===== src/rtl/stopwatch_pkg.sv =====
// Shared types for the stopwatch controller: FSM state encoding visible on o_state.
// Pure declarations, no logic.
package stopwatch_pkg;

  typedef enum logic [1:0] {
    ST_IDLE = 2'd0,
    ST_RUN  = 2'd1,
    ST_STOP = 2'd2,
    ST_LAP  = 2'd3
  } state_e;

endpackage


===== src/rtl/btn_debounce.sv =====
// Button conditioning: 2-flop sync, stability debouncer, registered one-cycle press pulse.
// Press appears DB_CYCLES+3 cycles after a clean edge; a button held through reset must be released first.
module btn_debounce #(
  parameter int DB_CYCLES = 500000
) (
  input  logic clk,
  input  logic rst,
  input  logic btn_in,
  output logic press
);

  localparam int CW = (DB_CYCLES > 1) ? $clog2(DB_CYCLES + 1) : 1;

  logic          sync1_q, sync1_d;
  logic          sync2_q, sync2_d;
  logic          prev_q, prev_d;
  logic          level_q, level_d;
  logic          armed_q, armed_d;
  logic          press_q, press_d;
  logic [CW-1:0] cnt_q, cnt_d;
  logic          stable;

  always_comb begin
    sync1_d = btn_in;
    sync2_d = sync1_q;
    prev_d  = sync2_q;
    stable  = (cnt_q == CW'(DB_CYCLES - 1)) && (sync2_q == prev_q);

    cnt_d = cnt_q;
    if (sync2_q != prev_q) begin
      cnt_d = '0;
    end else if (!stable) begin
      cnt_d = cnt_q + CW'(1);
    end

    level_d = stable ? sync2_q : level_q;
    // Only a proven release arms the press detector, so a level held since reset never fires.
    armed_d = armed_q | (stable & ~sync2_q);
    press_d = stable & sync2_q & ~level_q & armed_q;
  end

  always_ff @(posedge clk or posedge rst) begin
    if (rst) begin
      sync1_q <= 1'b0;
      sync2_q <= 1'b0;
      prev_q  <= 1'b0;
      level_q <= 1'b0;
      armed_q <= 1'b0;
      press_q <= 1'b0;
      cnt_q   <= '0;
    end else begin
      sync1_q <= sync1_d;
      sync2_q <= sync2_d;
      prev_q  <= prev_d;
      level_q <= level_d;
      armed_q <= armed_d;
      press_q <= press_d;
      cnt_q   <= cnt_d;
    end
  end

  assign press = press_q;

endmodule


===== src/rtl/stopwatch_ctrl.sv =====
// Stopwatch control FSM + 10 ms prescaler driving a downstream BCD counter and display latch.
// State moves one cycle after a debounced press; count pulses are registered, one per TICK_DIV cycles.
module stopwatch_ctrl
  import stopwatch_pkg::*;
#(
  parameter int TICK_DIV  = 1000000,
  parameter int DB_CYCLES = 500000
) (
  input  logic       i_rtcclk,
  input  logic       i_reset,
  input  logic       i_btn_startstop,
  input  logic       i_btn_lapreset,
  output logic       o_countenb,
  output logic       o_countinit,
  output logic       o_latchcount,
  output logic [1:0] o_state
);

  localparam int PW = (TICK_DIV > 1) ? $clog2(TICK_DIV) : 1;

  logic          press_ss, press_lr;
  state_e        state_q, state_d;
  logic [PW-1:0] presc_q, presc_d;
  logic          countenb_q, countenb_d;
  logic          countinit_q, countinit_d;

  btn_debounce #(.DB_CYCLES(DB_CYCLES)) u_db_ss (
    .clk    (i_rtcclk),
    .rst    (i_reset),
    .btn_in (i_btn_startstop),
    .press  (press_ss)
  );

  btn_debounce #(.DB_CYCLES(DB_CYCLES)) u_db_lr (
    .clk    (i_rtcclk),
    .rst    (i_reset),
    .btn_in (i_btn_lapreset),
    .press  (press_lr)
  );

  // startstop is tested first in every state, which discards a simultaneous lapreset.
  always_comb begin
    state_d = state_q;
    unique case (state_q)
      ST_IDLE: if (press_ss) state_d = ST_RUN;
      ST_RUN:  if (press_ss) state_d = ST_STOP; else if (press_lr) state_d = ST_LAP;
      ST_LAP:  if (press_ss) state_d = ST_STOP; else if (press_lr) state_d = ST_RUN;
      ST_STOP: if (press_ss) state_d = ST_RUN;  else if (press_lr) state_d = ST_IDLE;
      default: state_d = ST_IDLE;
    endcase
  end

  always_comb begin
    presc_d    = presc_q;
    countenb_d = 1'b0;
    unique case (state_q)
      ST_RUN, ST_LAP: begin
        if (presc_q == PW'(TICK_DIV - 1)) begin
          presc_d    = '0;
          countenb_d = 1'b1;
        end else begin
          presc_d = presc_q + PW'(1);
        end
      end
      ST_IDLE: presc_d = '0;
      default: presc_d = presc_q;
    endcase
    countinit_d = (state_q == ST_STOP) && (state_d == ST_IDLE);
  end

  always_ff @(posedge i_rtcclk or posedge i_reset) begin
    if (i_reset) begin
      state_q     <= ST_IDLE;
      presc_q     <= '0;
      countenb_q  <= 1'b0;
      countinit_q <= 1'b0;
    end else begin
      state_q     <= state_d;
      presc_q     <= presc_d;
      countenb_q  <= countenb_d;
      countinit_q <= countinit_d;
    end
  end

  assign o_countenb   = countenb_q;
  assign o_countinit  = countinit_q;
  assign o_latchcount = (state_q != ST_LAP);
  assign o_state      = state_q;

endmodule


===== config.mk =====
export PLATFORM = sky130hd
export DESIGN_NAME = stopwatch_ctrl
export DESIGN_NICKNAME = d
export VERILOG_FILES = /design/src/rtl/stopwatch_pkg.sv /design/src/rtl/btn_debounce.sv /design/src/rtl/stopwatch_ctrl.sv
export SDC_FILE = /design/constraint.sdc
export NUM_CORES = 1
export LEC_CHECK = 0
export ABC_AREA = 1
export CAP_MARGIN = 20
export CORE_MARGIN = 2
export CORE_UTILIZATION = 51
export CTS_CLUSTER_DIAMETER = 50
export DETAILED_ROUTE_END_ITERATION = 8
export GPL_TIMING_DRIVEN = 0
export PLACE_DENSITY = 0.68
export SYNTH_ARGS = -nofsm -noshare
export SYNTH_HDL_FRONTEND = slang
export SYNTH_SLANG_ARGS = --single-unit

===== constraint.sdc =====
create_clock -name i_rtcclk -period 2.6 [get_ports i_rtcclk]
set_input_delay 0.26 -clock i_rtcclk [delete_from_list [all_inputs] [get_ports i_rtcclk]]
set_output_delay 0.26 -clock i_rtcclk [all_outputs]
set_load 0.1 [all_outputs]

==> results of run 1 <==
synthesized netlist by cell type (4+ instances only):
| library cell | instances | area, um^2 |
|---|---|---|
| nor3_2 | 5 | 50.05 |
| nand3_1 | 43 | 215.2 |
| inv_2 | 5 | 18.77 |
| o21ai_1 | 5 | 25.02 |
| nor2_1 | 68 | 255.2 |
| dfrtp_1 | 74 | 1852 |
| o21ai_2 | 7 | 61.31 |
| nor2_2 | 9 | 56.30 |
| a21oi_1 | 15 | 75.07 |
| o21ai_0 | 17 | 85.08 |
| inv_1 | 70 | 262.8 |
| nand4_1 | 19 | 118.9 |
| nand2_2 | 6 | 37.54 |
| nor2_4 | 5 | 56.30 |
| nor3_1 | 15 | 75.07 |
| xor2_1 | 10 | 87.58 |
| o22ai_2 | 4 | 50.05 |
| nand2_1 | 132 | 495.5 |
through the flow:
step | cell area, um^2 | instances | utilization (%) | setup TNS, ps
floorplan | 4086 | 532 | - | 0
global placement | 4294 | 642 | 55.57 | -55190
detailed placement | 4324 | 643 | 55.96 | 0
CTS | 4527 | 659 | 58.58 | 0
global route | 4527 | 659 | 58.58 | 0
finish | 4527 | 659 | 58.58 | 0
worst min-delay path by stage:
stage                       endpoint  slack, ps
floorplan            u_db_lr.sync1_q        290
global placement      u_db_lr.prev_d        330
detailed placement    u_db_lr.prev_d        340
CTS                 u_db_lr.cnt_q[7]        160
global route        u_db_lr.cnt_q[2]        180
finish              u_db_lr.cnt_q[7]        160
per-layer routing:
metal	vias up	GRT usage [%]	share of wire (%)
met1	1576	29.47	50
met5	-	0	0
met2	62	32.07	45
met3	12	3.223	3.2
met4	0	10.05	1.4
li1	1751	-	-
area by class of cell:
type	instances	area [um^2]	area share (%)
Multi-Input combinational cell	379	1923	42.48
Sequential cell	74	1852	40.91
Inverter	75	284.0	6.274
Clock buffer	10	137.6	3.040
Tap cell	102	127.6	2.819
Timing Repair Buffer	9	107.6	2.377
Clock inverter	6	65.06	1.437
Buffer	4	30.03	0.6634
placed cells by master, fill, tap and decap left out, types with 3 or more instances in the layout:
cell,Yosys,final
a21oi_1,15,15
buf_2,3,3
clkbuf_8,0,10
clkdlybuf4s50_1,0,8
dfrtp_1,74,74
ha_1,3,3
inv_1,70,69
inv_2,5,5
nand2_1,132,132
nand2_2,6,6
nand3_1,43,43
nand4_1,19,19
nor2_1,68,68
nor2_2,9,9
nor2_4,5,5
nor3_1,15,15
nor3_2,5,5
o21ai_0,17,17
o21ai_1,5,5
o21ai_2,7,7
o22ai_2,4,4
or2_2,3,3
xnor2_1,3,3
xor2_1,10,10
sequential cells by signal, summed over array words and instances, names as in the netlist:
name and cells:
u_db_lr.press 1, u_db_ss.prev_q 1, o_state 2, u_db_ss.sync1_q 1, u_db_ss.level_q 1, u_db_lr.prev_d 1
u_db_lr.armed_q 1, presc_q 20, u_db_lr.sync1_q 1, o_countinit 1, o_countenb 1, u_db_lr.prev_q 1
u_db_ss.cnt_q 19, u_db_ss.prev_d 1, u_db_ss.press 1, u_db_ss.armed_q 1, u_db_lr.cnt_q 19, u_db_lr.level_q 1
report_power, final:
group | internal [uW] | switching (uW) | total [uW]
clock | 471 | 452 | 923
sequential | 1160 | 9.21 | 1170
combinational | 24.5 | 54.0 | 78.5
kinds of logic after synthesis:
group	count (synthesis)
adders and majority gates	3
DFF	74
and+or+nand+nor	311
AOI/OAI and AO/OA	52
buffers and inverters	79
xor gates and xnor gates	13
==> key figures, run 1 <==
Status
  – Status: completed

Die
  – Site Rows: 32
  – Horiz. Die Dim: 93.52 um
  – Core area: 7727 um^2
  – Die H: 93.52 um
  – Die area: 8745 um^2
  – Initial core utilization: 52.88%
  – I/O pins: 9

Worst setup path
  – Crit path cell chain: nand2_1, clkdlybuf4s50_1
  – Req. time, crit path: 2340 ps
  – Critical Path Stages: 2
  – Reg2reg start: u_db_lr.prev_d
  – FF-to-FF End: u_db_lr.cnt_q[1]
  – Max incr delay on CP: 1130 ps
  – R2r worst-path depth: 7
  – R2R Setup Slk: 880 ps
  – Worst Path Max Fanout: 7
  – Kind of critical path: reg2out
  – Worst Path Buf+Inv: 1
  – Arr. time, crit path: 2060 ps
  – Critical path endpoint category: output port
  – CP max stage cell: clkdlybuf4s50_1
  – Delay-heaviest family, CP: buffers and inverters
  – CP endpoint: o_latchcount
  – Crit start category: register
  – CP startpoint: o_state[0]

Clock tree
  – Later-pin clock latency in the skew report: 350 ps
  – Post-CTS Resized: 0
  – CTS sink cnt: 74
  – H-tree levels: 3
  – TritonCTS Buffers: 9
  – CTS tree: done
  – CTS Buffer Depth: 2
  – Hold Buf Count CTS: 0
  – Root Driver: clkbuf_8
  – Clock transition at the registers of the reported paths: 90 ps
  – Total setup buffers inserted after CTS: 0

Global routing
  – Pin count of the biggest net entering global routing: 63
  – Total gr overflow: 0
  – Global-route wire length before repair: 14690 um
  – GRT Overall Usage: 21.08%
  – Initial antenna violation count: 0
  – Vias in the first global route: 3251

Timing
  – Worst Hold Margin: 164.7 ps
  – Period Utilization, post-route: 89.39%
  – Clk_skew: 12.53 ps
  – Hold Violations, Final: 0
  – Unrepaired setup endpoints after global routing: no
  – Worst-margin pin slew: 967.2 ps
  – Tmin final: 2324 ps
  – Final slew viol count: 0
  – Slew headroom: 35.32%
  – Final WS setup: 276.0 ps
  – Peak Freq: 0.4303 GHz
  – Final setup fails: 0

Placement
  – Place WS: 636.9 ps
  – RD Place Congestion: 0.8654
  – Detailed Place HPWL: 5914 um
  – Buffers on Ports: 8

Yosys
  – Synth Area in Adders: 0.9186%
  – Synthesized flop and latch total: 74
  – Top FF cell, synth: dfrtp_1
  – Post-synthesis compound-gate area fraction: 8.022%
  – Seq/Total Area, Yosys: 45.32%
  – Number of flops mapped to enable cells by yosys: 0
  – Simple-gate share of the synthesized area: 35.33%
  – Synth warnings: 0
  – FFs w/ async S/R, synth: 100.0%
  – Cell variety after synth: 31
  – Mapped Nets: 539
  – Synthesized instance count: 532
  – Largest family of logic cells by synthesized area: simple AND/OR/NAND/NOR gates
  – Mapped Avg Cell Area: 7.681 um^2
  – Mapped Area: 4086 um^2
  – Mux contribution to synthesized area: 0%
  – Post-Synth XOR/XNOR Area: 2.786%

Route
  – Wire per inst: 12.48 um
  – Detail-routed via count per cell: 5.161
  – DR iter-0 viols: 179
  – Routed vias: 3401
  – DRC: 0
  – Number of iterations in the first detailed-routing pass: 5
  – Final WL: 8227 um
  – Remaining antenna violation count: 0

Pwr
  – Power consumption: 2173 uW
  – Max rail drop VDD: 329.9 uV
  – Pwr Density: 480.1 nW/um^2
  – Static leakage: 0.001955 uW

Run
  – Max cap viols: 0

Worst hold path
  – Min-delay worst type: in2async

Layout
  – Fillers: 685
  – Antenna Cells: 0
  – Layout area overhead: 10.78%
  – Layout cells sized above 1: 12.57%
  – Fin nets: 559
Note: power is estimated with default switching activity, not from simulation.
==> run 2: changes to the inputs <==
--- a/config.mk
+++ b/config.mk
@@ -8,11 +8,11 @@
 export ABC_AREA = 1
 export CAP_MARGIN = 20
 export CORE_MARGIN = 2
-export CORE_UTILIZATION = 51
+export CORE_UTILIZATION = 50
 export CTS_CLUSTER_DIAMETER = 50
 export DETAILED_ROUTE_END_ITERATION = 8
 export GPL_TIMING_DRIVEN = 0
-export PLACE_DENSITY = 0.68
+export PLACE_DENSITY = 0.66
 export SYNTH_ARGS = -nofsm -noshare
 export SYNTH_HDL_FRONTEND = slang
 export SYNTH_SLANG_ARGS = --single-unit
==> key figures, run 2 (synthesized netlist as in run 1, its figures left out) <==
Global routing
  – Vias in the first global route: 3383 (was 3251)
  – Total gr overflow: 0 (unchanged)
  – GRT Overall Usage: 21.40% (was 21.08%)
  – Initial antenna violation count: 0 (unchanged)
  – Pin count of the biggest net entering global routing: 57 (was 63)
  – Global-route wire length before repair: 15120 um (was 14690 um)

Route
  – Routed vias: 3395 (was 3401)
  – Number of iterations in the first detailed-routing pass: 4 (was 5)
  – Final WL: 8300 um (was 8227 um)
  – DR iter-0 viols: 194 (was 179)
  – DRC: 0 (unchanged)
  – Detail-routed via count per cell: 5.175 (was 5.161)
  – Wire per inst: 12.65 um (was 12.48 um)
  – Remaining antenna violation count: 0 (unchanged)

Layout
  – Layout area overhead: 9.706% (was 10.78%)
  – Antenna Cells: 0 (unchanged)
  – Fin nets: 559 (unchanged)
  – Largest regs: presc_q x20, u_db_lr.cnt_q x19, u_db_ss.cnt_q x19 (unchanged)
  – Commonest cells after routing, fill and taps aside: nand2_1 (132), dfrtp_1 (74), inv_1 (69), nor2_1 (68), nand3_1 (43) (unchanged)
  – Layout cells sized above 1: 11.73% (was 12.57%)
  – Largest register FFs: 20 (unchanged)
  – Largest reg by FF count: presc_q (unchanged)
  – Commonest non-fill, non-tap cell in the layout: nand2_1 (unchanged)

Run
  – Max cap viols: 0 (unchanged)

Die
  – Die H: 94.41 um (was 93.52 um)
  – Site Rows: 32 (unchanged)
  – Die area: 8912 um^2 (was 8745 um^2)
  – Horiz. Die Dim: 94.41 um (was 93.52 um)
  – Initial core utilization: 52.34% (was 52.88%)
  – Core area: 7807 um^2 (was 7727 um^2)
  – I/O pins: 9 (unchanged)

Pwr
  – Power consumption: 2031 uW (was 2173 uW)
  – Pwr Density: 453.0 nW/um^2 (was 480.1 nW/um^2)
  – Max rail drop VDD: 274.8 uV (was 329.9 uV)
  – Static leakage: 0.001933 uW (was 0.001955 uW)

Timing
  – Worst-margin pin slew: 985.2 ps (was 967.2 ps)
  – Clk_skew: 9.399 ps (was 12.53 ps)
  – Tmin final: 2376 ps (was 2324 ps)
  – Final slew viol count: 0 (unchanged)
  – Final setup fails: 0 (unchanged)
  – Unrepaired setup endpoints after global routing: no (unchanged)
  – Final WS setup: 224.1 ps (was 276.0 ps)
  – Period Utilization, post-route: 91.38% (was 89.39%)
  – Hold Violations, Final: 0 (unchanged)
  – Peak Freq: 0.4209 GHz (was 0.4303 GHz)
  – Slew headroom: 34.12% (was 35.32%)

Clock tree
  – H-tree levels: 3 (unchanged)
  – Post-CTS Resized: 0 (unchanged)
  – Root Driver: clkbuf_8 (unchanged)
  – Later-pin clock latency in the skew report: 340 ps (was 350 ps)
  – Clock transition at the registers of the reported paths: 70 ps (was 90 ps)
  – TritonCTS Buffers: 9 (unchanged)
  – CTS tree: done (unchanged)
  – Total setup buffers inserted after CTS: 0 (unchanged)
  – CTS sink cnt: 74 (unchanged)
  – CTS Buffer Depth: 2 (unchanged)
  – Hold Buf Count CTS: 0 (unchanged)

Worst setup path
  – Kind of critical path: reg2out (unchanged)
  – Critical path endpoint category: output port (unchanged)
  – Worst Path Max Fanout: 7 (unchanged)
  – Crit start category: register (unchanged)
  – Arr. time, crit path: 2120 ps (was 2060 ps)
  – Req. time, crit path: 2340 ps (about the same)

Status
  – Status: completed (unchanged)

Worst hold path
  – Min-delay worst type: in2async (unchanged)

Placement
  – Place WS: 588.8 ps (was 636.9 ps)
  – Buffers on Ports: 8 (unchanged)
  – RD Place Congestion: 0.8600 (was 0.8654)
  – Detailed Place HPWL: 6150 um (was 5914 um)
-- run 2: cell types whose count changed in the layout (fill, tap and decap cells not counted), sizes merged --
cell and delta:
clkinvlp -1, bufinv -1, inv -1, clkbuf +3
clkinv -3
-- run 2: cell type report --
cell class              count  area [um^2]
inverters                  75        284.0
flip-flops and latches     74         1852
fillers                   754         3324
repair buffers              9        107.6
clock buffers              13        158.9
well taps                 102        127.6
multi-input cells         379         1923
plain buffers               4        30.03
-- run 2: power breakdown --
group	switching, uW	internal, uW
Combinational	54.3	24.4
Clock	395	385
Sequential	9.53	1160
Total	458	1570
-- run 2: critical path, cell delays in order, from the launching register on --
cell and delay, ps:
dfrtp_1 510, nand2_1 130, clkdlybuf4s50_1 1140
-- run 2: metal layers --
layer	vias to the layer above	track usage, %	part of all wire, %
li1	1742	-	-
met1	1596	28.23	48
met2	50	35.42	48
met3	7	5.108	3.6
met4	0	6.039	0.89
met5	-	0	0
-- run 2: worst paths after layout --
check / endpoint / slack, ps / from / depth (start not counted)
worst max-delay path: o_latchcount / 220 / o_state[0] / 2
worst min-delay path: u_db_lr.cnt_q[18] / 210 / i_reset / 2
worst max register to register: presc_q[3] / 940 / presc_q[0] / 7
worst min register to register: u_db_ss.prev_d / 350 / u_db_ss.sync1_q / 0
max in group asynchronous: presc_q[19] / 1820 / i_reset / 3
min in group i_rtcclk: u_db_ss.prev_d / 350 / u_db_ss.sync1_q / 0
-- run 2: per-stage QoR --
| step | hold slack (ps) | cells | utilization [%] | instance area (um^2) | setup TNS, ps |
|---|---|---|---|---|---|
| finish | 214.1 | 656 | 57.42 | 4483 | 0 |
| global route | 232.9 | 656 | 57.42 | 4483 | 0 |
| CTS | 211.0 | 656 | 57.42 | 4483 | 0 |
| detailed placement | 334.7 | 643 | 55.38 | 4324 | 0 |
| global placement | 332.2 | 642 | 55.00 | 4294 | -60420 |
| floorplan | 291.4 | 532 | - | 4086 | 0 |
==> variant 1: new RTL, config.mk and constraints of run 2 <==
`TICK_DIV`: 1000000 -> 2000000.
--- a/src/rtl/stopwatch_ctrl.sv
+++ b/src/rtl/stopwatch_ctrl.sv
@@ -3,7 +3,7 @@
 module stopwatch_ctrl
   import stopwatch_pkg::*;
 #(
-  parameter int TICK_DIV  = 1000000,
+  parameter int TICK_DIV  = 2000000,
   parameter int DB_CYCLES = 500000
 ) (
   input  logic       i_rtcclk,
Check against the original RTL: no difference found for any inputs over 10 cycles, from zero or initial values and one cycle with i_reset high; that may be too few to reach the edited logic, so the function may still have changed.
==> variant 1 against run 2 <==
Critical path depth did not move; register-to-register slack got worse by 40 ps; design area rose by 4.3%; worst setup slack worse by 12 ps; sequential cell count is 1 higher; clock skew decreased by 3.6 ps; total power is 22% higher; synthesized area is 1.8% higher; wire length increased by 3.0%; non-clock buffer count unchanged.
==> variant 1: results (changes against run 2) <==
Status: complete, no violations (unchanged)
Synth Net Count: 544 (was 539)
Initial DRC Count: 182 (was 194)
TritonRoute pass-1 iters: 5 (was 4)
Max cap viols: 0 (unchanged)
Dpl hpwl: 6.173 mm (was 6.150 mm)
Share of the yosys chip area belonging to registers: 0.4513 (was 0.4532)
Static leakage: 0.002017 uW (was 0.001933 uW)
Biggest regs: presc_q: 21 flops, u_db_lr.cnt_q: 19 flops, u_db_ss.cnt_q: 19 flops (was presc_q: 20 flops, u_db_lr.cnt_q: 19 flops, u_db_ss.cnt_q: 19 flops)
Pre-CTS setup slack: 593.8 ps (was 588.8 ps)
Synth Area in XOR/XNOR: 0.04001 (was 0.02786)
Clk Latency, worst-skew pair: 350 ps
Gpl congestion: 0.8933 (was 0.8600)
Vias in the first global route: 3348 (was 3383)
Post-Synth Adder-Cell Area: 0.009025 (was 0.009186)
Worst r2r dst: presc_q[13]$_DFFE_PP0P_ (was presc_q[3]$_DFFE_PP0P_)
H-tree depth: 3 (unchanged)
Setup repair bufs after CTS: 0 (unchanged)
R2r worst-path depth: 10 (was 7)
PostCTS Resize Cnt: 0 (unchanged)
Global Route Usage Sum: 0.2150 (was 0.2140)
Final wirelength: 8.547 mm (was 8.300 mm)
Cts hold-fix bufs: 0 (unchanged)
Clock transition at path regs: 80 ps
ANT cells: 0 (unchanged)
Fin nets: 564 (was 559)
Synth Area in Compound Gates: 0.06588 (was 0.08022)
Post-synthesis mux area share: 0 (unchanged)
TritonCTS buffer count: 9 (unchanged)
Initial antenna violation count: 0 (unchanged)
Peak supply drop: 0.3186 mV (was 0.2748 mV)
Yosys warns: 0 (unchanged)
Layout cells sized above 1: 0.1263 (was 0.1173)
Largest net degree at the start of global routing: 60 (was 57)
WP data arrival: 2130 ps
Synth area leaders: dfrtp_1 (45%), nand2_1 (13%), nor2_1 (6.8%) (was dfrtp_1 (45%), nand2_1 (12%), inv_1 (6.4%))
Root buffer cell: clkbuf_8 (unchanged)
Min-delay worst type: in -> async (unchanged)
Synth cell types: 35 (was 31)
Global-route wire length before repair: 15.19 mm (was 15.12 mm)
Worst slew pin tran: 981.5 ps (was 985.2 ps)
Layout Skew: 5.796 ps (was 9.399 ps)
Most common flop cell mapped by yosys: dfrtp_1 (unchanged)
Reg2Reg Setup Slack: 900 ps (was 940 ps)
Peak Freq: 418.9 MHz (was 420.9 MHz)
Via density per instance: 5.126 (was 5.175)
Crit Path Max Fanout: 7 (unchanged)
Most frequent cells after synthesis: nand2_1 (139), dfrtp_1 (75), nor2_1 (75) (was nand2_1 (132), dfrtp_1 (74), inv_1 (70))
variant 1: changes by cell type in the layout (fill, tap and decap cells not counted), sizes merged, moves of 2 or more:
cell / delta
inv: -14
nand2: +10
o21ai: -6
xor2: +6
nor2: +5
a21oi: -4
bufinv: +4
nand3: +4
nor3: -4
clkinv: +2
nand4: +2
variant 1: how the worst max path moves through the flow:
stage	end	start
2_1_floorplan	o_countenb$_DFF_PP0_	i_reset
3_3_place_gp	presc_q[16]$_DFFE_PP0P_	i_reset
3_5_place_dp	o_latchcount	o_state[0]$_DFF_PP0_
4_1_cts	o_latchcount	o_state[0]$_DFF_PP0_
5_1_grt	o_latchcount	o_state[0]$_DFF_PP0_
6_report	o_latchcount	o_state[0]$_DFF_PP0_
variant 1: final cells by class:
class | count | area [um^2]
clock inverters | 4 | 120.1
flip-flops and latches | 75 | 1877
multi-input cells | 395 | 2011
plain buffers | 4 | 35.03
clock buffers | 12 | 155.1
well taps | 105 | 131.4
repair buffers | 9 | 107.6
fillers | 742 | 3458
inverters | 63 | 239.0
variant 1: critical path, stage by stage, from the launching register on:
cell	delay (ps)
dfrtp_1	510
nand2_1	120
clkdlybuf4s50_1	1140
variant 1: metrics by stage:
stage	hold slack, ps	power [uW]	instance area (um^2)	cells	util
2_1_floorplan	291.4	1264	4159	537	-
3_3_place_gp	333.3	1285	4370	650	0.5373
3_5_place_dp	335.6	1295	4400	651	0.5410
4_1_cts	189.7	2514	4676	667	0.5748
5_1_grt	199.2	2591	4676	667	0.5748
6_report	190.6	2486	4676	667	0.5748
variant 1: cell families after synthesis:
| kind of cell | Yosys count |
|---|---|
| compound gates | 42 |
| buf+inv | 67 |
| fa+ha+maj | 3 |
| xor+xnor | 19 |
| flops | 75 |
| simple gates | 331 |
variant 1: layer usage:
metal  share of wire  routed length [um]  GRT usage  up-vias
li1                -                   -          -     1770
met1            0.49                4147     0.2925     1599
met2            0.48                4070     0.3457       38
met3           0.019                 166    0.03083       12
met4           0.019                 163    0.08696        0
met5               0                   0          0        -
variant 1: power breakdown:
part	switching (uW)	internal (uW)	total [uW]
logic	54.7	24.3	79.0
clock network	431	788	1220
registers	10.2	1180	1190
total	496	1990	2490
==> variant 2: new RTL, settings of run 2 <==
Made on the original files. Add an input register stage for `i_btn_startstop`, cleared by the reset; this delays it by one clock.
--- a/src/rtl/stopwatch_ctrl.sv
+++ b/src/rtl/stopwatch_ctrl.sv
@@ -18,6 +18,16 @@
 
   localparam int PW = (TICK_DIV > 1) ? $clog2(TICK_DIV) : 1;
 
+  logic i_btn_startstop_q;
+
+  always_ff @(posedge i_rtcclk or posedge i_reset) begin
+    if (i_reset) begin
+      i_btn_startstop_q <= '0;
+    end else begin
+      i_btn_startstop_q <= i_btn_startstop;
+    end
+  end
+
   logic          press_ss, press_lr;
   state_e        state_q, state_d;
   logic [PW-1:0] presc_q, presc_d;
@@ -27,7 +37,7 @@
   btn_debounce #(.DB_CYCLES(DB_CYCLES)) u_db_ss (
     .clk    (i_rtcclk),
     .rst    (i_reset),
-    .btn_in (i_btn_startstop),
+    .btn_in (i_btn_startstop_q),
     .press  (press_ss)
   );
 
Behaviour: no difference found for any inputs over 10 cycles, from zero or initial values and one cycle with i_reset high; that may be too few to reach the edited logic, so the function may still have changed.
==> variant 2 against run 2 <==
Total power grew 13%; worst setup slack gained 50 ps; design area grew 3.2%; synthesized area grew 1.8%; wire length grew 1.1%; clock skew is essentially flat; register-to-register slack is essentially flat; sequential cell count grew 1; cell count grew 0.91%.
==> variant 2: results (changes against run 2) <==
Gpl congestion: 0.8544 (was 0.8600)
Met2 Use GR: 0.3286 (was 0.3542)
Status: complete, no violations (unchanged)
Peak Freq: 429.9 MHz (was 420.9 MHz)
Layout cells sized above 1: 0.1418 (was 0.1173)
Global-route wire length before repair: 14.50 mm (was 15.12 mm)
Global Route Usage Sum: 0.2055 (was 0.2140)
Share of the yosys chip area belonging to registers: 0.4513 (was 0.4532)
Peak supply drop: 0.3196 mV (was 0.2748 mV)
Met1 Routed Length: 4.127 mm (was 3.969 mm)
Worst hold slack: 201.1 ps (was 214.1 ps)
Most frequent cells after synthesis: nand2_1 (127), dfrtp_1 (75), inv_1 (69) (was nand2_1 (132), dfrtp_1 (74), inv_1 (70))
Met3 layer usage reported by global route: 0.02925 (was 0.05108)
Cell count after placement: 646 (was 643)
R2R Path Start: u_db_ss.prev_d$_DFF_PP0_ (was presc_q[0]$_DFFE_PP0P_)
Rows: 33 (was 32)
Largest net degree at the start of global routing: 55 (was 57)
Static leakage: 0.002012 uW (was 0.001933 uW)
Pre-CTS setup slack: 648.5 ps (was 588.8 ps)
Met1 Use GR: 0.2803 (was 0.2823)
Synth cell types: 33 (was 31)
Dpl hpwl: 6.147 mm (was 6.150 mm)
DR vias: 3405 (was 3395)
Synth Area per Inst: 7.818 um^2 (was 7.681 um^2)
WP data arrival: 2070 ps (was 2120 ps)
WL met3: 172 um (was 297 um)
DP Area: 4400 um^2 (was 4324 um^2)
Layout Skew: 9.841 ps (was 9.399 ps)
## variant 2: cell count changes in the layout (fill, tap and decap cells not counted), moves of 2 or more
cell / delta
bufinv_16: +2
nor2_4: +2
nand2_1: -5
nand2_2: +2
nor2_1: -4
## variant 2: logic make-up after synthesis
| kind of cell | share of synthesized area |
|---|---|
| AOI/OAI and AO/OA | 0.07972 |
| xor gates and xnor gates | 0.02738 |
| adders and majority gates | 0.009026 |
| buffers and inverters | 0.07491 |
| DFF | 0.4513 |
| and+or+nand+nor | 0.3577 |
## variant 2: area by class of cell
class	count	area [um^2]	share of cell area
multi-input combinational	378	1971	0.4259
sequential	75	1877	0.4056
inverter	75	284.0	0.06138
clock buffer	11	141.4	0.03056
tap	105	131.4	0.02839
timing repair buffer	9	107.6	0.02326
clock inverter	5	85.08	0.01839
buffer	4	30.03	0.006490
## variant 2: report_power, final
part           total (uW)  internal [uW]  switching [uW]
combinational        79.0           24.9            54.1
clock                1030            572             459
sequential           1190           1180            8.86
total                2300           1780             522
